### src/rtl/arith_arbiter.sv
// Round-robin scheduler that shares one registered signed arithmetic unit between two
// requesters, screens divide-by-zero before issue and returns results on a valid/ready channel.
module arith_arbiter #(
  parameter int in_data_width  = 16,
  parameter int out_data_width = 32
) (
  input  logic                      clk,
  input  logic                      rst,
  input  logic                      req0_valid,
  output logic                      req0_ready,
  input  logic [1:0]                req0_fun,
  input  logic [in_data_width-1:0]  req0_a,
  input  logic [in_data_width-1:0]  req0_b,
  input  logic                      req1_valid,
  output logic                      req1_ready,
  input  logic [1:0]                req1_fun,
  input  logic [in_data_width-1:0]  req1_a,
  input  logic [in_data_width-1:0]  req1_b,
  output logic                      rsp_valid,
  input  logic                      rsp_ready,
  output logic                      rsp_id,
  output logic [out_data_width-1:0] rsp_data,
  output logic                      rsp_carry,
  output logic                      rsp_err,
  output logic [in_data_width-1:0]  alu_a,
  output logic [in_data_width-1:0]  alu_b,
  output logic [1:0]                alu_fun,
  output logic                      arith_enable,
  input  logic [out_data_width-1:0] arith_out,
  input  logic                      carry_out,
  input  logic                      arith_flag,
  output logic                      busy,
  output logic [15:0]               op_count
);

  typedef enum logic [1:0] {IDLE, ISSUE, WAIT, RESP} state_t;

  state_t                    state_q, state_d;
  logic                      last_grant_q, last_grant_d;
  logic [in_data_width-1:0]  alu_a_q, alu_a_d;
  logic [in_data_width-1:0]  alu_b_q, alu_b_d;
  logic [1:0]                alu_fun_q, alu_fun_d;
  logic                      arith_enable_q, arith_enable_d;
  logic                      rsp_id_q, rsp_id_d;
  logic [out_data_width-1:0] rsp_data_q, rsp_data_d;
  logic                      rsp_carry_q, rsp_carry_d;
  logic                      rsp_err_q, rsp_err_d;
  logic [15:0]               op_count_q, op_count_d;

  logic                      grant;
  logic                      grant_valid;
  logic                      in_idle;
  logic [1:0]                sel_fun;
  logic [in_data_width-1:0]  sel_a;
  logic [in_data_width-1:0]  sel_b;
  logic                      div_zero;

  // On a tie the requester that did not win last time gets the grant.
  always_comb begin
    grant_valid = req0_valid | req1_valid;
    if (req0_valid && req1_valid) begin
      grant = ~last_grant_q;
    end else begin
      grant = req1_valid;
    end
    sel_fun  = grant ? req1_fun : req0_fun;
    sel_a    = grant ? req1_a : req0_a;
    sel_b    = grant ? req1_b : req0_b;
    div_zero = (sel_fun == 2'b11) && (sel_b == '0);
  end

  assign in_idle    = (state_q == IDLE);
  // Readies are gated by reset so nothing appears accepted while reset is held.
  assign req0_ready = rst & in_idle & grant_valid & ~grant;
  assign req1_ready = rst & in_idle & grant_valid & grant;

  always_comb begin
    state_d        = state_q;
    last_grant_d   = last_grant_q;
    alu_a_d        = alu_a_q;
    alu_b_d        = alu_b_q;
    alu_fun_d      = alu_fun_q;
    arith_enable_d = arith_enable_q;
    rsp_id_d       = rsp_id_q;
    rsp_data_d     = rsp_data_q;
    rsp_carry_d    = rsp_carry_q;
    rsp_err_d      = rsp_err_q;
    op_count_d     = op_count_q;
    case (state_q)
      IDLE: begin
        if (grant_valid) begin
          last_grant_d = grant;
          rsp_id_d     = grant;
          if (div_zero) begin
            rsp_data_d  = '0;
            rsp_carry_d = 1'b0;
            rsp_err_d   = 1'b1;
            state_d     = RESP;
          end else begin
            alu_a_d        = sel_a;
            alu_b_d        = sel_b;
            alu_fun_d      = sel_fun;
            arith_enable_d = 1'b1;
            state_d        = ISSUE;
          end
        end
      end
      ISSUE: begin
        arith_enable_d = 1'b0;
        state_d        = WAIT;
      end
      WAIT: begin
        // The unit's registered outputs reflect the issued operands in this cycle.
        rsp_data_d  = arith_out;
        rsp_carry_d = carry_out;
        rsp_err_d   = ~arith_flag;
        state_d     = RESP;
      end
      RESP: begin
        if (rsp_ready) begin
          op_count_d = op_count_q + 16'd1;
          state_d    = IDLE;
        end
      end
      default: state_d = IDLE;
    endcase
  end

  always_ff @(posedge clk or negedge rst) begin
    if (!rst) begin
      state_q        <= IDLE;
      last_grant_q   <= 1'b1;
      alu_a_q        <= '0;
      alu_b_q        <= '0;
      alu_fun_q      <= 2'b00;
      arith_enable_q <= 1'b0;
      rsp_id_q       <= 1'b0;
      rsp_data_q     <= '0;
      rsp_carry_q    <= 1'b0;
      rsp_err_q      <= 1'b0;
      op_count_q     <= 16'd0;
    end else begin
      state_q        <= state_d;
      last_grant_q   <= last_grant_d;
      alu_a_q        <= alu_a_d;
      alu_b_q        <= alu_b_d;
      alu_fun_q      <= alu_fun_d;
      arith_enable_q <= arith_enable_d;
      rsp_id_q       <= rsp_id_d;
      rsp_data_q     <= rsp_data_d;
      rsp_carry_q    <= rsp_carry_d;
      rsp_err_q      <= rsp_err_d;
      op_count_q     <= op_count_d;
    end
  end

  assign rsp_valid    = (state_q == RESP);
  assign rsp_id       = rsp_id_q;
  assign rsp_data     = rsp_data_q;
  assign rsp_carry    = rsp_carry_q;
  assign rsp_err      = rsp_err_q;
  assign alu_a        = alu_a_q;
  assign alu_b        = alu_b_q;
  assign alu_fun      = alu_fun_q;
  assign arith_enable = arith_enable_q;
  assign busy         = ~in_idle;
  assign op_count     = op_count_q;

endmodule

### config.mk
export PLATFORM = sky130hd
export DESIGN_NAME = arith_arbiter
export DESIGN_NICKNAME = d
export VERILOG_FILES = /design/src/rtl/arith_arbiter.sv
export SDC_FILE = /design/constraint.sdc
export NUM_CORES = 1
export LEC_CHECK = 0
export ABC_AREA = 1
export CAP_MARGIN = 40
export CORE_ASPECT_RATIO = 0.75
export CORE_UTILIZATION = 45
export CTS_CLUSTER_SIZE = 12
export DETAILED_ROUTE_END_ITERATION = 12
export GPL_TIMING_DRIVEN = 0
export PLACE_DENSITY_LB_ADDON = 0.15
export SETUP_SLACK_MARGIN = 0.3
export SKIP_LAST_GASP = 1
export SLEW_MARGIN = 0
export SYNTH_ARGS = -nofsm -noshare
export SYNTH_HDL_FRONTEND = slang
export SYNTH_SLANG_ARGS = --single-unit
### constraint.sdc
create_clock -name clk -period 5.1 [get_ports clk]
set_input_delay 0.51 -clock clk [delete_from_list [all_inputs] [get_ports clk]]
set_output_delay 0.51 -clock clk [all_outputs]
set_load 0.02 [all_outputs]
==> metrics.txt <==
Setup Viol. Count Final=0; number of diodes=0; Peak Freq=346.5 MHz; pwr/cell area=554.9 mW/mm2; clk_lat worst skew=340 ps; ANT nets after route=0; Slew Limit Headroom=0.5107; most common cell in the netlist=nand2_1; post-CTS resize count=0; critical path class=in2out; synthesized instance count=509; Num CTS Buffers=9; Critical Path Fanout Max=51; endpoint class of the critical path=primary output; Vias=4157; CP Data Required Time=4590 ps; Mean Syn Cell Area=8.535 um2; worst setup margin=2214 ps; pre-CTS setup slack=2156 ps; DIE HEIGHT=87.09 um; Residual DRC=0; vias in the first global route=4031; row count=30; Final GP Congestion=0.9326; die area=0.01006 mm2; CP arrival=2380 ps; total congestion overflow=0; Hold Slack=144.8 ps; Post-synth ARST share=1.000; top cells by count, synth=nand2_1 (210), dfrtp_1 (88), nand3b_1 (33); worst hold path class=in2async; final worst path period need=2886 ps; RSZ-0062 raised after global routing=false; Post-Route WL=12040 um; pin count of the biggest net entering global routing=52; final core utilization=0.7386; nets@finish=829; DRT iter0 DRCs=241; CTS root buf=clkbuf_16; yosys warns=0; CP Launch Type=primary input; Top FF cell, synth=dfrtp_1; total negative slack=0 ps; gr usage total=0.2503; clock sinks=89; Reg clk slew, reported paths=70 ps; number of setup buffers added after CTS=0; IO buf count=196; fill cell count=708; post-synthesis sequential area ratio=0.5130; Initial Utilization=0.4724; area share of the largest cell type after synthesis=0.5069; first-pass GRT wire length=19310 um; CTS HTree Levels=3; Synth area leader=dfrtp_1; clock buffer depth=2; initial antenna violation count=0; endpoints failing hold=0; CTS tree=yes; CTS Hold Buffers Added=0; post-DP HPWL=9208 um; layout cells sized above 1=0.05956; top post-synthesis cells by area=dfrtp_1 (51%), nand2_1 (18%), nand3b_1 (5.7%); area of the core=0.009196 mm2; WL/cell=14.16 um; slew at the pin closest to its max-slew limit=733.9 ps; Synth Cell Area=0.004344 mm2; clock skew=4.596 ps; worst IR drop on VDD=0.0003724 V; via/cell ratio=4.891; Pre-Repair DR Iteration Count=4; final period utilization=0.5659; Max Cap Viol=0; io pins=197; post-synthesis net count=621; EDFF count, synth=0; P_leak=3.248 nW; die span in x=115.5 um; Yosys cell types=24; fin. max-slew vios=0; status=finished, final reports clean; Layout area overhead=56.37%; register bit total from synthesis=89
-- power breakdown --
part           switching (mW)  leakage, nW  total [mW]  internal, mW
clock network           0.284        0.143       0.668         0.384
registers               0.160         1.14        1.14         0.983
logic                    1.11         1.96        1.96         0.854
total                    1.55         3.25        3.77          2.22
-- flip-flops by register name, indices dropped and copies added, names as in the netlist, 2 cells and up --
| signal | flops |
|---|---|
| op_count | 16 |
| rsp_data | 32 |
| alu_a | 16 |
| alu_fun | 2 |
| alu_b | 16 |
| state_q | 2 |
-- metal layers --
metal  routed length (um)  up-vias  track usage
met5                    0        -            0
li1                     -     2042            -
met4                  182        0      0.08501
met1                 5081     1948       0.3038
met3                 1018       16      0.06889
met2                 5756      151       0.4306
-- per-stage QoR --
step,power (mW),instances,area (um2)
after global routing,4.016,850,6793
after floorplan,2.230,509,4344
final,3.770,850,6793
after global placement,3.065,833,6466
after detailed placement,3.120,834,6491
after CTS,3.806,850,6793
-- critical path: stages --
cell	delay (ps)
buf_4	430
buf_16	310
inv_1	90
nor4_1	320
clkdlybuf4s50_1	680
-- final timing paths --
| kind | startpoint | end | slack (ps) | cells past startpoint |
|---|---|---|---|---|
| worst max-delay path | rst | req0_ready | 2210 | 5 |
| worst min register to register | rsp_data[14]$_DFFE_PN0P_ | rsp_data[14]$_DFFE_PN0P_ | 470 | 2 |
| worst max register to register | state_q[0]$_DFFE_PN0P_ | rsp_data[1]$_DFFE_PN0P_ | 2770 | 8 |
| min in group clk | rsp_data[14]$_DFFE_PN0P_ | rsp_data[14]$_DFFE_PN0P_ | 470 | 2 |
| worst min-delay path | rst | op_count[15]$_DFFE_PN0P_ | 140 | 1 |
| max in group asynchronous | rst | last_grant_q$_DFFE_PN1P_ | 4280 | 2 |
-- cell families after synthesis --
logic type | share of synthesized area
AO/OA/AOI/OAI | 0.03917
XOR/XNOR | 0.03024
adder cells (fa/ha/maj) | 0.01440
buffers and inverters | 0.06020
flip-flops | 0.5130
multiplexers | 0.03687
AND/OR/NAND/NOR | 0.3062
-- final cells by class --
class	count	area, um2	area share
Tap cell	128	160.2	0.02358
Buffer	28	186.4	0.02745
Clock buffer	9	225.2	0.03316
Timing Repair Buffer	197	1987	0.2925
Multi-Input combinational cell	372	1854	0.2730
Clock inverter	7	76.32	0.01124
Sequential cell	89	2228	0.3281
Inverter	20	75.07	0.01105
-- placed cells by master, fill, tap and decap left out, types with 5 or more instances in the layout --
cell type / Yosys / routed
nand2_1: 210 / 210
nor2_1: 19 / 19
nand3b_1: 33 / 33
mux2i_1: 16 / 16
clkdlybuf4s50_1: 0 / 195
buf_6: 8 / 8
clkbuf_1: 9 / 9
nand3_1: 29 / 29
clkbuf_16: 0 / 9
dfrtp_1: 88 / 88
ha_1: 5 / 5
inv_1: 20 / 20
o21ai_0: 10 / 10
xor2_1: 10 / 10
buf_2: 8 / 8
xnor2_1: 5 / 5
o21ai_1: 21 / 21
Note: power is estimated with default switching activity, not from simulation.
